<file path="config.mk">
export PLATFORM = sky130hd
export DESIGN_NAME = mem_arbiter
export DESIGN_NICKNAME = d
export VERILOG_FILES = /design/src/rtl/mem_arb_pkg.sv /design/src/rtl/arb_rr2.sv /design/src/rtl/mem_arbiter.sv
export SDC_FILE = /design/constraint.sdc
export NUM_CORES = 1
export LEC_CHECK = 0
export BUFFER_PORTS_ARGS = -buffer_cell sky130_fd_sc_hd__buf_2
export CAP_MARGIN = 10
export CORE_MARGIN = 2
export CORE_UTILIZATION = 47
export CTS_BUF_LIST = sky130_fd_sc_hd__clkbuf_8
export DETAILED_ROUTE_END_ITERATION = 12
export PLACE_DENSITY = 0.94
export SETUP_SLACK_MARGIN = 0.1
export SYNTH_ARGS = -nofsm -noshare
export SYNTH_HDL_FRONTEND = slang
export SYNTH_SLANG_ARGS = --single-unit
</file>
<file path="constraint.sdc">
create_clock -name clk -period 4.78 [get_ports clk]
set_input_delay 0.239 -clock clk [delete_from_list [all_inputs] [get_ports clk]]
set_output_delay 0.239 -clock clk [all_outputs]
set_load 0.05 [all_outputs]
</file>
<file path="src/rtl/mem_arb_pkg.sv">
// Shared types and default widths for the fetch / load-store memory arbiter.
package mem_arb_pkg;

   localparam int unsigned ADDR_W_DEF = 11;
   localparam int unsigned DATA_W_DEF = 32;
   localparam int unsigned LOCK_CNT_W = 8;

   // Bus ownership: owner of the most recent grant, IDLE when nothing was granted.
   typedef enum logic [1:0] {
      IDLE    = 2'd0,
      IF_OWN  = 2'd1,
      LS_OWN  = 2'd2,
      LS_LOCK = 2'd3
   } arb_state_e;

endpackage : mem_arb_pkg

</file>
<file path="src/rtl/arb_rr2.sv">
// Two-way round-robin pick between fetch and load/store with a lock override.
module arb_rr2 (
   input  logic if_req_i,
   input  logic ls_req_i,
   input  logic prio_ls_i,
   input  logic lock_i,
   input  logic lock_expired_i,
   output logic if_pick_o,
   output logic ls_pick_o
);

   // Lock keeps the bus with load/store until it expires against a waiting fetch.
   always_comb begin
      if_pick_o = 1'b0;
      ls_pick_o = 1'b0;
      if (lock_i) begin
         if (ls_req_i && !(lock_expired_i && if_req_i)) begin
            ls_pick_o = 1'b1;
         end else if (if_req_i) begin
            if_pick_o = 1'b1;
         end
      end else if (if_req_i && ls_req_i) begin
         ls_pick_o = prio_ls_i;
         if_pick_o = ~prio_ls_i;
      end else begin
         if_pick_o = if_req_i;
         ls_pick_o = ls_req_i;
      end
   end

endmodule : arb_rr2

</file>
<file path="src/rtl/mem_arbiter.sv">
// Arbitrates one single-port synchronous memory between a fetch port and a load/store port.
module mem_arbiter
   import mem_arb_pkg::*;
#(
   parameter int unsigned ADDR_W   = ADDR_W_DEF,
   parameter int unsigned DATA_W   = DATA_W_DEF,
   parameter int unsigned LOCK_MAX = 8
) (
   input  logic              clk,
   input  logic              rst_n,
   input  logic              if_req,
   input  logic [ADDR_W-1:0] if_addr,
   output logic              if_gnt,
   output logic              if_rvalid,
   output logic [DATA_W-1:0] if_rdata,
   input  logic              ls_req,
   input  logic              ls_we,
   input  logic              ls_lock,
   input  logic [ADDR_W-1:0] ls_addr,
   input  logic [DATA_W-1:0] ls_wdata,
   output logic              ls_gnt,
   output logic              ls_rvalid,
   output logic [DATA_W-1:0] ls_rdata,
   output logic [ADDR_W-1:0] mem_addr,
   output logic [DATA_W-1:0] mem_data_in,
   output logic              mem_w_en,
   input  logic [DATA_W-1:0] mem_data_out
);

   arb_state_e            state_q;
   logic [LOCK_CNT_W-1:0] lock_cnt_q;
   logic                  prio_ls_q;
   logic                  if_rvalid_q;
   logic                  ls_rvalid_q;
   logic [ADDR_W-1:0]     mem_addr_q;
   logic [DATA_W-1:0]     mem_data_q;

   logic if_pick;
   logic ls_pick;
   logic lock_active;
   logic lock_expired;
   logic [LOCK_CNT_W-1:0] lock_cnt_inc;

   assign lock_active  = (state_q == LS_LOCK);
   assign lock_expired = (lock_cnt_q >= LOCK_CNT_W'(LOCK_MAX));
   assign lock_cnt_inc = (lock_cnt_q == '1) ? lock_cnt_q : lock_cnt_q + LOCK_CNT_W'(1);

   arb_rr2 u_arb_rr2 (
      .if_req_i       (if_req),
      .ls_req_i       (ls_req),
      .prio_ls_i      (prio_ls_q),
      .lock_i         (lock_active),
      .lock_expired_i (lock_expired),
      .if_pick_o      (if_pick),
      .ls_pick_o      (ls_pick)
   );

   // Grants are combinational so a lone requester gets the bus with zero wait; reset kills them at once.
   assign if_gnt   = rst_n & if_pick;
   assign ls_gnt   = rst_n & ls_pick;
   assign mem_w_en = ls_gnt & ls_we;

   // Granted requester drives the memory; otherwise address and write data hold their last value.
   always_comb begin
      mem_addr    = mem_addr_q;
      mem_data_in = mem_data_q;
      if (if_gnt) begin
         mem_addr = if_addr;
      end else if (ls_gnt) begin
         mem_addr    = ls_addr;
         mem_data_in = ls_wdata;
      end
   end

   // Memory data is only forwarded to the owner of the read, and only in its valid cycle.
   assign if_rvalid = if_rvalid_q;
   assign ls_rvalid = ls_rvalid_q;
   assign if_rdata  = if_rvalid_q ? mem_data_out : '0;
   assign ls_rdata  = ls_rvalid_q ? mem_data_out : '0;

   // Hold registers for the memory address/data bus.
   always_ff @(posedge clk or negedge rst_n) begin
      if (!rst_n) begin
         mem_addr_q <= '0;
         mem_data_q <= '0;
      end else begin
         mem_addr_q <= mem_addr;
         mem_data_q <= mem_data_in;
      end
   end

   // Ownership FSM, lock counter, round-robin pointer and read-valid pipeline.
   always_ff @(posedge clk or negedge rst_n) begin
      if (!rst_n) begin
         state_q     <= IDLE;
         lock_cnt_q  <= '0;
         prio_ls_q   <= 1'b0;
         if_rvalid_q <= 1'b0;
         ls_rvalid_q <= 1'b0;
      end else begin
         if_rvalid_q <= if_gnt;
         ls_rvalid_q <= ls_gnt & ~ls_we;
         if (if_gnt) begin
            state_q    <= IF_OWN;
            prio_ls_q  <= 1'b1;
            lock_cnt_q <= '0;
         end else if (ls_gnt) begin
            prio_ls_q <= 1'b0;
            if (ls_lock) begin
               state_q    <= LS_LOCK;
               lock_cnt_q <= lock_active ? lock_cnt_inc : LOCK_CNT_W'(1);
            end else begin
               state_q    <= LS_OWN;
               lock_cnt_q <= '0;
            end
         end else begin
            state_q    <= IDLE;
            lock_cnt_q <= '0;
         end
      end
   end

endmodule : mem_arbiter

</file>
# ---- Word-level counts from Yosys, hierarchy flattened
# Index checks and enable logic that the tools add are counted.
dict set report totals {
  reg_bits 56
  inputBits 92
  out_inout_bits 112
  wordCells 46
}
dict set report classes {
  n_addsub 1
  magnitude_cmp 1
  n_eq_ne 3
  muxes 23
  bitwise 6
  n_reduce_logical 5
}
# operator count
set op_table {}
lappend op_table {{2-to-1 mux 32 bit} 4}
lappend op_table {{2-to-1 mux 8 bit} 5}
lappend op_table {{2-to-1 mux 11 bit} 2}
lappend op_table {{2-to-1 mux 1 bit} 10}
lappend op_table {{adder 8 x 1 -> 8 bit, second input constant} 1}
lappend op_table {{equality test 8 bit, second input constant} 1}
lappend op_table {{>= comparator 8 x 4 -> 1 bit, second input constant} 1}
lappend op_table {{!= test 5 bit, second input constant} 1}
lappend op_table {{bitwise AND 1 bit} 4}
lappend op_table {{2-to-1 mux 2 bit} 2}
lappend op_table {{logical AND 1 bit} 3}
lappend op_table {{equality test 2 bit, second input constant} 1}
lappend op_table {{NOT 1 bit} 2}
lappend op_table {{nonzero test 2 bit} 1}
lappend op_table {{logical NOT 1 bit} 1}

# ---- Logic depth before layout (Yosys ltp)
# Gate-level depths: netlist (run 1).
dict set report depth {
  depth_word 9
  mapped_depth 7
  depth_no_buf 5
}

# ---- Modules after synthesis
# A second synthesis (run 1) with hierarchy kept.
dict set report unflattened {
  cells_unflattened 316
  area_unflattened_um2 2780.2
}
# mod instances cells_per_inst area_each_um2 seq_area_each_um2
set by_module_without_submodules {}
lappend by_module_without_submodules {mem_arbiter 1 311 2750.1 1401.3}
lappend by_module_without_submodules {arb_rr2 1 5 30.0 0.0}

# ---- Worst setup path after synthesis (run 1)
# No wires, ideal clock.
dict set report synth_timing {
  path_kind {reg2out}
  start {reg lock_cnt_q[3]}
  end {out mem_addr[3]}
  t_arrival_ns 2.075
  t_required_ns 4.541
  path_slack_ns 2.466
  path_stages_with_launch 7
  path_buffers 2
  path_cell_list {dfrtp_1 -> or3_4 -> o211ai_2 -> and2_4 -> buf_12 -> buf_4 -> a221o_1}
}
dict set report synth_via {
  elab_chain_cells 9
  word_cells_on_any_way 12
  classes_between {order compare (1); mux (6); bitwise (2); reduce/logical (3)}
}
# element line
set synth_rtl {}
lappend synth_rtl {{start: declaration} mem_arbiter.sv:31} ;# logic [LOCK_CNT_W-1:0] lock_cnt_q;
lappend synth_rtl {{start signal: assignment} mem_arbiter.sv:111} ;# lock_cnt_q <= lock_active ? lock_cnt_inc : LOCK_CNT_W'(1);
lappend synth_rtl {{>= comparator 8 x 4 -> 1 bit} mem_arbiter.sv:45} ;# assign lock_expired = (lock_cnt_q >= LOCK_CNT_W'(LOCK_MAX));
lappend synth_rtl {{logical AND 1 bit} arb_rr2.sv:17} ;# if (ls_req_i && !(lock_expired_i && if_req_i)) begin
lappend synth_rtl {{logical NOT 1 bit} arb_rr2.sv:17}
lappend synth_rtl {{logical AND 1 bit} arb_rr2.sv:17}
lappend synth_rtl {{2-to-1 mux 1 bit} arb_rr2.sv:17}
lappend synth_rtl {{2-to-1 mux 1 bit} arb_rr2.sv:16} ;# if (lock_i) begin
lappend synth_rtl {{bitwise AND 1 bit} mem_arbiter.sv:60} ;# assign ls_gnt = rst_n & ls_pick;
lappend synth_rtl {{via ls_gnt} mem_arbiter.sv:21} ;# output logic ls_gnt,
lappend synth_rtl {{2-to-1 mux 11 bit} mem_arbiter.sv:69} ;# end else if (ls_gnt) begin
lappend synth_rtl {{2-to-1 mux 11 bit} mem_arbiter.sv:67} ;# if (if_gnt) begin
lappend synth_rtl {{end: declaration} mem_arbiter.sv:24} ;# output logic [ADDR_W-1:0] mem_addr,
# The timed path passes the listed nets, and every way through them passes these cells.

# ---- Worst setup path after layout (run 1)
dict set report layout_timing {
  start {reg lock_cnt_q[3]}
  end {out mem_data_in[0]}
}
dict set report layout_via {
  elab_chain_cells 9
  word_cells_on_any_way 12
  classes_between {order compare (1); mux (6); bitwise (2); reduce/logical (3)}
}
# element line
set layout_rtl {}
lappend layout_rtl {{>= comparator 8 x 4 -> 1 bit *} mem_arbiter.sv:45}
lappend layout_rtl {{logical AND 1 bit *} arb_rr2.sv:17}
lappend layout_rtl {{logical NOT 1 bit *} arb_rr2.sv:17}
lappend layout_rtl {{logical AND 1 bit *} arb_rr2.sv:17}
lappend layout_rtl {{2-to-1 mux 1 bit} arb_rr2.sv:17}
lappend layout_rtl {{2-to-1 mux 1 bit} arb_rr2.sv:16}
lappend layout_rtl {{bitwise AND 1 bit} mem_arbiter.sv:60}
lappend layout_rtl {{2-to-1 mux 32 bit} mem_arbiter.sv:69}
lappend layout_rtl {{2-to-1 mux 32 bit *} mem_arbiter.sv:67}
lappend layout_rtl {{end: declaration} mem_arbiter.sv:25} ;# output logic [DATA_W-1:0] mem_data_in,
# Mark *: on every way between the ends. The rest lies on a longest branch, timed or not.

==> results of run 1 <==
[what timing repair did]
item,4_1_cts,5_1_grt
buffers inserted,0,0
hold buffers,1,0
resized for setup,0,0
endpoints found under the hold margin,14,0
[how the worst max path moves through the flow]
stage                     end  slack (ns)
4_1_cts        mem_data_in[0]        1.77
2_1_floorplan     mem_addr[3]        2.47
3_5_place_dp   mem_data_in[0]        2.14
3_3_place_gp   mem_data_in[3]        2.22
6_report       mem_data_in[0]        1.78
5_1_grt           mem_addr[7]        1.60
[flip-flops by register name, summed over array words and instances, names as in the netlist]
name,flops
mem_data_q,32
mem_addr_q,11
lock_cnt_q,8
state_q,2
if_rvalid,1
ls_rvalid,1
prio_ls_q,1
[report_power, final]
part | switching [uW] | leakage, uW | total [uW] | internal [uW]
Sequential | 32.0 | 0.000683 | 583 | 551
Clock | 159 | 0.0000445 | 263 | 104
Combinational | 501 | 0.00156 | 715 | 214
[layout by cell type (no fill, tap or decap), types with 2 or more instances in the layout]
cell and instances:
xor2_1 2, o22ai_1 11, nand2_1 6, nor3_1 9, ha_1 2, o21a_1 11, and3_1 4, nor4_1 2
a21oi_1 3, inv_1 14, nand3_1 15, mux2_2 6, a221o_1 11, o21ai_0 3, clkbuf_8 5, dfrtp_1 56
nor2_1 3, and2_1 65, buf_2 203, mux2_4 26
[worst max-delay path: stages (launching register included)]
cell and delay (ns):
dfrtp_1 0.47, or3_4 0.42, o211ai_2 0.24, and2_4 0.64, mux2_2 0.43, buf_2 0.22
[synthesized netlist by cell type, drive strengths merged (4+ instances only)]
| cell type | number | area (um2) |
|---|---|---|
| a221o | 11 | 110.1 |
| and2 | 66 | 415.4 |
| and3 | 4 | 25.02 |
| buf | 5 | 87.59 |
| clkbuf | 14 | 52.55 |
| dfrtp | 56 | 1401 |
| inv | 14 | 52.55 |
| mux2 | 32 | 457.9 |
| nand2 | 6 | 22.52 |
| nand3 | 16 | 85.08 |
| nor3 | 9 | 45.04 |
| o21a | 11 | 82.58 |
| o22ai | 11 | 68.82 |
[area by class of cell]
class,count,share of cell area
timing repair buffer,205,0.2452
tap,77,0.02286
clock inverter,3,0.005048
inverter,14,0.01247
multi-input combinational,196,0.3649
sequential,56,0.3325
clock buffer,5,0.01633
antenna,1,0.0005938
[routing by layer]
layer	GRT usage	part of all wire	vias up
met5	0	0	-
li1	-	-	1374
met4	0.08802	0.025	0
met3	0.04620	0.075	14
met1	0.2589	0.37	1372
met2	0.4041	0.53	134
[cell families (layout without fill, tap and decap cells)]
family,Yosys count,after routing,share of synthesized area
muxes,33,33,0.1494
other,0,1,0
DFF,56,56,0.4475
buffers and inverters,33,227,0.06153
xor gates and xnor gates,2,2,0.005594
adders and majority gates,2,2,0.007989
and+or+nand+nor,115,115,0.2205
AOI/OAI and AO/OA,44,44,0.1075
[per-stage QoR]
stage	setup WS [ns]	area [um2]	instances	utilization	hold WS (ns)
detailed placement	2.142	4111	547	0.6438	0.1877
global placement	2.219	4111	547	0.6438	0.1773
finish	1.784	4214	557	0.6599	0.1149
global route	1.604	4214	557	0.6599	0.1069
floorplan	2.466	3132	285	-	-0.05659
CTS	1.768	4212	556	0.6595	0.09681
==> results.ini, run 1 <==
[synth]
seq_area_frac_synth=0.4475
ys_ff_latch=56
synth_nets=379
async_flop_share=1.000
yosysWarnings=0
synth.distinct_cells=38
synth_area_um2=3132
avgSynthCellArea_um2=10.99
netlist_instances=285
synth_edf_count=0
synth_ff_type=dfrtp_1

[worst_setup_path]
path_class=register to primary output
worst-endpoint-arrival_ns=2.76
reg2reg_depth=4
crit_fanout=46
crit_path_start=lock_cnt_q[3]
ff2ff_setup_slack_ns=2.43
timing.rr.end=mem_data_q[0]
endpoint_kind=primary output
r2r-start=lock_cnt_q[3]
critPathLaunchType=register
cp.required_ns=4.54

[floorplan]
ios=204
start_util=0.4904
die_h_um=85.63
dieArea_um2=7333
core_area_um2=6386
placementRows=29
die_w_um=85.63

[sta]
skew_ns=0.01350
worst_slew_pin_slew_ns=0.8021
report.final.slew_viol_count=0
finalSetupViolations=0
fin_crit_ns=2.996
max_freq_mhz=333.8
finalSetupTns_ns=0
finalHoldViolations=0
relSlewSlack=0.4633
period_share=0.6267
rsz0062_at_grt=no

[clock_network]
htree_levels=2
cts.path.max_buffers=2
numCtsBuffers=5
clock_latency_ns=0.31
clk_pin_slew_ns=0.09
clock-sinks=56
clock-root-buffer=clkbuf_8
cts_tree=yes

[global_routing]
antenna_found_initial=1
grt_use_total=0.2237
overflow=0
grt_max_degree=64
grt_pass1_wl_um=13000
grt_pass1_vias=2733

[routing]
drt-initial-drc-count=146
dr.pass1.iters=5
ant_nets=0
finalWirelength_um=8641
wl_per_cell_um=15.51
vias=2894
drc=0
vias_per_cell=5.196

[worst_hold_path]
min_to=ls_rvalid
min_from=ls_we
hold_path.class=input pin to register
min_path_cells=2

[placement]
gp_congestion=0.9081
io_buffers=203
place_hpwl_um=6703

[power]
peakVddDrop_mv=0.3396
leakagePower_uw=0.002289
cellPowerDensity_nw_per_um2=370.6
p_total_uw=1562

[finish]
nets=572
n_fill_cell=501
final_layout_size_suffix_gt1_frac=0.5219
area_growth_pct=34.56
seq_area_um2=1401
multi_input_area_um2=1538

[run]
maxCapViolCount=0

[status]
status=completed

Note: power is estimated with default switching activity, not from simulation.
==> inputs of run 2 (changes only) <==
CORE_UTILIZATION = 44   (was 47)
PLACE_DENSITY = 0.89   (was 0.94)
clock period = 3 ns   (was 4.78 ns; I/O delays follow)
==> run 2 against run 1 <==
Compared with the run above:
- die area grew 6.5%
- non-clock buffer count grew 5
- sequential power increased by 60%
==> results.ini, run 2 (synthesis gave the netlist of run 1 again) <==
[sta]
rsz0062_at_grt=no
relSlewSlack=0.4772  ; +0.01386
finalSetupTns_ns=0  ; unchanged
fin_ws_ns=0.2580  ; -1.526 ns
max_freq_mhz=364.7
period_share=0.9140
finalHoldViolations=0  ; unchanged
fin_crit_ns=2.742
worst_slew_pin_slew_ns=0.7814  ; -0.02071 ns
finalSetupViolations=0  ; unchanged
hold_slack_ns=0.06603  ; -0.04892 ns
skew_ns=0.007043  ; -0.006460 ns
report.final.slew_viol_count=0  ; unchanged

[clock_network]
clock_latency_ns=0.31  ; about the same
htree_levels=2  ; unchanged
clock-root-buffer=clkbuf_8
post_cts_resized=0  ; unchanged
cts.path.max_buffers=2  ; unchanged
clk_pin_slew_ns=0.11  ; +0.02 ns
numCtsBuffers=5  ; unchanged
cts_setup_buffers=0  ; unchanged
cts_tree=yes
clock-sinks=56  ; unchanged

[worst_setup_path]
r2r-start=lock_cnt_q[3]
crit_fanout=11  ; -76%
crit_path_start=lock_cnt_q[3]
worst-endpoint-arrival_ns=2.59  ; -0.17 ns
path_class=register to primary output
reg2reg_depth=5  ; +1
cp.required_ns=2.85  ; -1.69 ns
timing.rr.end=mem_data_q[10]
critPathLaunchType=register
endpoint_kind=primary output
ff2ff_setup_slack_ns=0.82  ; -1.61 ns

[finish]
area_growth_pct=37.55
final_layout_size_suffix_gt1_frac=0.5258  ; +0.003853
n_antenna_cell=0  ; -1
top_register=mem_data_q
layout_commonest_cell=buf_2
mostFrequentLayoutCells=buf_2, and2_1, dfrtp_1, mux2_4, nand3_1
reg_top3=mem_data_q (32), mem_addr_q (11), lock_cnt_q (8)
largest_register_ffs=32  ; unchanged
nets=578  ; +1.0%

[global_routing]
grt_max_degree=53  ; -17%
grt_pass1_wl_um=12960  ; -0.32%
overflow=0  ; unchanged
antenna_found_initial=0  ; -1
grt_pass1_vias=2678  ; -2.0%
grt_use_total=0.2137  ; -0.01001

[routing]
finalWirelength_um=8874  ; +2.7%
vias=2910  ; +0.55%
drc=0  ; unchanged
drt-initial-drc-count=174  ; +19%
wl_per_cell_um=15.27  ; -1.5%
dr.pass1.iters=4  ; -1
ant_nets=0  ; unchanged
vias_per_cell=5.009  ; -3.6%

[floorplan]
start_util=0.4584  ; -0.03197
core_area_um2=6832  ; +7.0%
ios=204  ; unchanged
die_w_um=88.37  ; +3.2%
dieArea_um2=7808  ; +6.5%
die_h_um=88.37  ; +3.2%
placementRows=30  ; +3.4%

[worst_hold_path]
min_from=ls_wdata[23]
min_path_cells=2  ; unchanged
min_to=mem_data_q[23]
hold_path.class=input pin to register

[power]
power_frac_comb=0.443  ; -0.015
internal_power_uw=1477  ; +70%
cellPowerDensity_nw_per_um2=601.7  ; +62%
leakagePower_uw=0.002328  ; +1.7%
p_total_uw=2592  ; +66%
power_frac_seq=0.359  ; -0.015
pwr-share-clk=0.198  ; +0.029
peakVddDrop_mv=0.4328  ; +27%
power.switching_uw=1115  ; +61%
p_sw_frac=0.4301  ; -0.01296

[placement]
pre_cts_ws_ns=0.5201  ; -1.622 ns
place_hpwl_um=6974  ; +4.0%
io_buffers=203  ; unchanged
gp_congestion=0.8234  ; -9.3%

[run]
maxCapViolCount=0  ; unchanged

[status]
status=completed

==> run 2: critical path: stages, from the launching register on <==
cell      delay (ns)
dfrtp_1         0.47
or3_4           0.42
o211ai_2        0.29
and2_4          0.32
buf_4           0.25
mux2_4          0.33
buf_2           0.21
==> run 2: final cells by class <==
class | count | area (um2)
Fill cell | 586 | 2524
Multi-Input combinational cell | 197 | 1545
Sequential cell | 56 | 1401
Timing Repair Buffer | 210 | 1074
Tap cell | 96 | 120.1
Clock buffer | 5 | 68.82
Inverter | 14 | 52.55
Clock inverter | 3 | 46.29
==> run 2: worst max-delay path by stage <==
stage               slack, ns               to  cells past startpoint
floorplan                0.75    mem_addr_q[3]                      6
global placement         0.59   mem_data_in[9]                      6
detailed placement       0.52   mem_data_in[6]                      6
CTS                      0.16   mem_data_in[6]                      6
global route             0.15   mem_data_in[6]                      6
finish                   0.26  mem_data_in[10]                      6
==> run 2: routing by layer <==
metal,vias to the layer above,wire length (um),GRT usage
met3,13,611,0.04011
met4,0,173,0.06198
met5,-,0,0
met2,132,4907,0.4005
met1,1381,3181,0.2470
li1,1384,-,-
==> run 2: power by group through the flow <==
| stage | clock network [uW] | registers, uW | logic (uW) |
|---|---|---|---|
| floorplan | 0 | 926 | 911 |
| CTS | 521 | 933 | 1150 |
| finish | 512 | 930 | 1150 |
| detailed placement | 0 | 944 | 1150 |
| global placement | 0 | 937 | 1130 |
| global route | 554 | 945 | 1210 |
==> run 2: timing repair <==
action                                  in CTS  in global routing
endpoints found under the setup margin       0                 11
hold buffers                                 2                  0
hold endpoints to repair                    57                  0
==> run 2: through the flow <==
stage	util	area, um2	cells
4_1_cts	0.6295	4300	580
3_5_place_dp	0.6097	4165	570
5_1_grt	0.6306	4308	581
6_report	0.6306	4308	581
2_1_floorplan	-	3132	285
3_3_place_gp	0.6097	4165	570
==> inputs of run 3 (changes only) <==
CORE_UTILIZATION = 47   (was 44)
CTS_CLUSTER_DIAMETER = 120   (was default)
PLACE_DENSITY = 0.94   (was 0.89)
clock period = 3.5 ns   (was 3 ns; I/O delays follow)
==> run 3 against run 2 <==
Compared with the run above:
- routed wire length shrank 2.0%
- largest power group unchanged
- sequential share of layout area is 0.68 points higher
- largest cell class unchanged
- clock power shrank 27%
- flip-flop and latch count did not move
- highest routed layer unchanged
- register-to-register slack better by 0.32 ns
==> results.ini, run 3 (synthesis gave the netlist of run 1 again) <==
[status]
status=completed

[clock_network]
cts_tree=yes
clock_latency_ns=0.32  ; about the same
clock-root-buffer=clkbuf_8
clock-sinks=56  ; unchanged
htree_levels=2  ; unchanged
cts.path.max_buffers=2  ; unchanged
clk_pin_slew_ns=0.10  ; about the same
numCtsBuffers=5  ; unchanged

[finish]
largest_register_ffs=32  ; unchanged
nets=572  ; -1.0%
final_layout_size_suffix_gt1_frac=0.5219  ; -0.003853
n_fill_cell=520  ; -11%
seq_area_um2=1401  ; unchanged
multi_input_area_um2=1538  ; -0.49%
top_register=mem_data_q
layout_commonest_cell=buf_2
mostFrequentLayoutCells=buf_2, and2_1, dfrtp_1, mux2_4, nand3_1
reg_top3=mem_data_q (32), mem_addr_q (11), lock_cnt_q (8)
stdcell_count=557  ; -4.1%
area_growth_pct=34.76

[sta]
finalSetupViolations=0  ; unchanged
finalSetupTns_ns=0  ; unchanged
period_share=0.8419
relSlewSlack=0.4538  ; -0.02336
skew_ns=0.01182  ; +0.004775 ns
rsz0062_at_grt=no
max_freq_mhz=339.4
finalHoldViolations=0  ; unchanged
report.final.slew_viol_count=0  ; unchanged
worst_slew_pin_slew_ns=0.8163  ; +0.03491 ns
fin_crit_ns=2.947

[global_routing]
grt_use_total=0.2292  ; +0.01552
globalRoute.busiestLayer=met2
grt_max_degree=64  ; +21%
met1_usage=0.2732  ; +0.02622
grt_pass1_wl_um=13310  ; +2.7%
overflow=0  ; unchanged
met2_usage=0.4176  ; +0.01707
grt.met3_usage=0.04524  ; +0.005124
antenna_found_initial=1  ; +1
grt_pass1_vias=2776  ; +3.7%

[power]
internal_power_uw=1193  ; -19%
p_sw_frac=0.4456  ; +0.01553
peakVddDrop_mv=0.4483  ; +3.6%
leakagePower_uw=0.002291  ; -1.6%
pwr-share-clk=0.174  ; -0.024
cellPowerDensity_nw_per_um2=509.9  ; -15%
power.switching_uw=958.9  ; -14%
power_frac_comb=0.455  ; +0.012
power_frac_seq=0.371  ; +0.012

[worst_hold_path]
min_path_cells=2  ; unchanged
min_from=ls_we
min_to=ls_rvalid
hold_path.class=input pin to register

[floorplan]
die_h_um=85.63  ; -3.1%
start_util=0.4904  ; +0.03197
core_area_um2=6386  ; -6.5%
die_w_um=85.63  ; -3.1%
ios=204  ; unchanged
placementRows=29  ; -3.3%
dieArea_um2=7333  ; -6.1%

[worst_setup_path]
crit_slowest_cell=and2_4
endpoint_kind=primary output
cpLargestDelayFamily=simple AND/OR/NAND/NOR gates
cp.required_ns=3.32  ; +0.47 ns
critPathBufInv=1  ; -1
slowest_delay_ns=0.65  ; +0.18 ns
crit_fanout=46  ; +35
timing.rr.end=mem_data_q[0]
ff2ff_setup_slack_ns=1.14  ; +0.32 ns
r2r-start=lock_cnt_q[3]
reg2reg_depth=4  ; -1
critPathLaunchType=register
worst-endpoint-arrival_ns=2.77  ; +0.18 ns
path_class=register to primary output
path_cells=or3_4 > o211ai_2 > and2_4 > mux2_2 > buf_2

[run]
maxCapViolCount=0  ; unchanged

[routing]
finalWirelength_um=8697  ; -2.0%
vias=2896  ; -0.48%
ant_nets=0  ; unchanged
dr.pass1.iters=4  ; unchanged
drt-initial-drc-count=262  ; +51%
drc=0  ; unchanged
wl_per_cell_um=15.61  ; +2.2%
vias_per_cell=5.199  ; +3.8%

[placement]
post-place-cells=547  ; -4.0%
gp_congestion=0.9080  ; +10%
place_hpwl_um=6746  ; -3.3%
io_buffers=203  ; unchanged

[run 3: power by group through the flow]
stage,Sequential (uW),Clock [uW],Combinational (uW)
after floorplan,794,0,780
after CTS,799,383,983
after detailed placement,811,0,977
after global routing,810,406,1030
final,798,375,979
after global placement,803,0,960
[run 3: metrics by stage]
| step | hold WS (ns) | utilization | worst slack (ns) | area, um2 | total power [uW] |
|---|---|---|---|---|---|
| floorplan | -0.1206 | - | 1.250 | 3132 | 1574 |
| global placement | 0.1133 | 0.6438 | 1.004 | 4111 | 1763 |
| detailed placement | 0.1233 | 0.6438 | 0.9201 | 4111 | 1788 |
| CTS | 0.03526 | 0.6605 | 0.5494 | 4218 | 2165 |
| global route | 0.04068 | 0.6609 | 0.4197 | 4220 | 2243 |
| finish | 0.05565 | 0.6609 | 0.5533 | 4220 | 2152 |
[run 3: final cells by class]
type	count	area share
multi-input combinational	196	0.3644
sequential	56	0.3320
timing repair buffer	205	0.2449
tap	77	0.02283
clock buffer	5	0.01631
inverter	14	0.01245
clock inverter	3	0.006522
antenna	1	0.0005929
[run 3: worst max path at each step]
stage                     end           from  cells after the start
2_1_floorplan     mem_addr[3]  lock_cnt_q[3]                      6
3_3_place_gp   mem_data_in[3]  lock_cnt_q[3]                      5
3_5_place_dp   mem_data_in[0]  lock_cnt_q[3]                      5
4_1_cts        mem_data_in[0]  lock_cnt_q[3]                      5
5_1_grt           mem_addr[4]          rst_n                      8
6_report       mem_data_in[0]  lock_cnt_q[3]                      5
[run 3: timing repair]
| item | CTS | global route |
|---|---|---|
| hold buffers | 1 | 0 |
| resized for setup | 0 | 0 |
| endpoints found under the hold margin | 14 | 0 |
| setup buffers | 0 | 0 |
[run 3: worst register-to-register path, cell delays in order (launching register included)]
cell and delay [ns]:
dfrtp_1 0.47, or3_4 0.42, o211ai_2 0.25, and2_4 0.65
mux2_2 0.47
[run 3: per-layer routing]
layer  vias up  share of wire
met2       160           0.53
met3        14          0.084
met5         -              0
met1      1347           0.37
met4         0          0.022
li1       1375              -
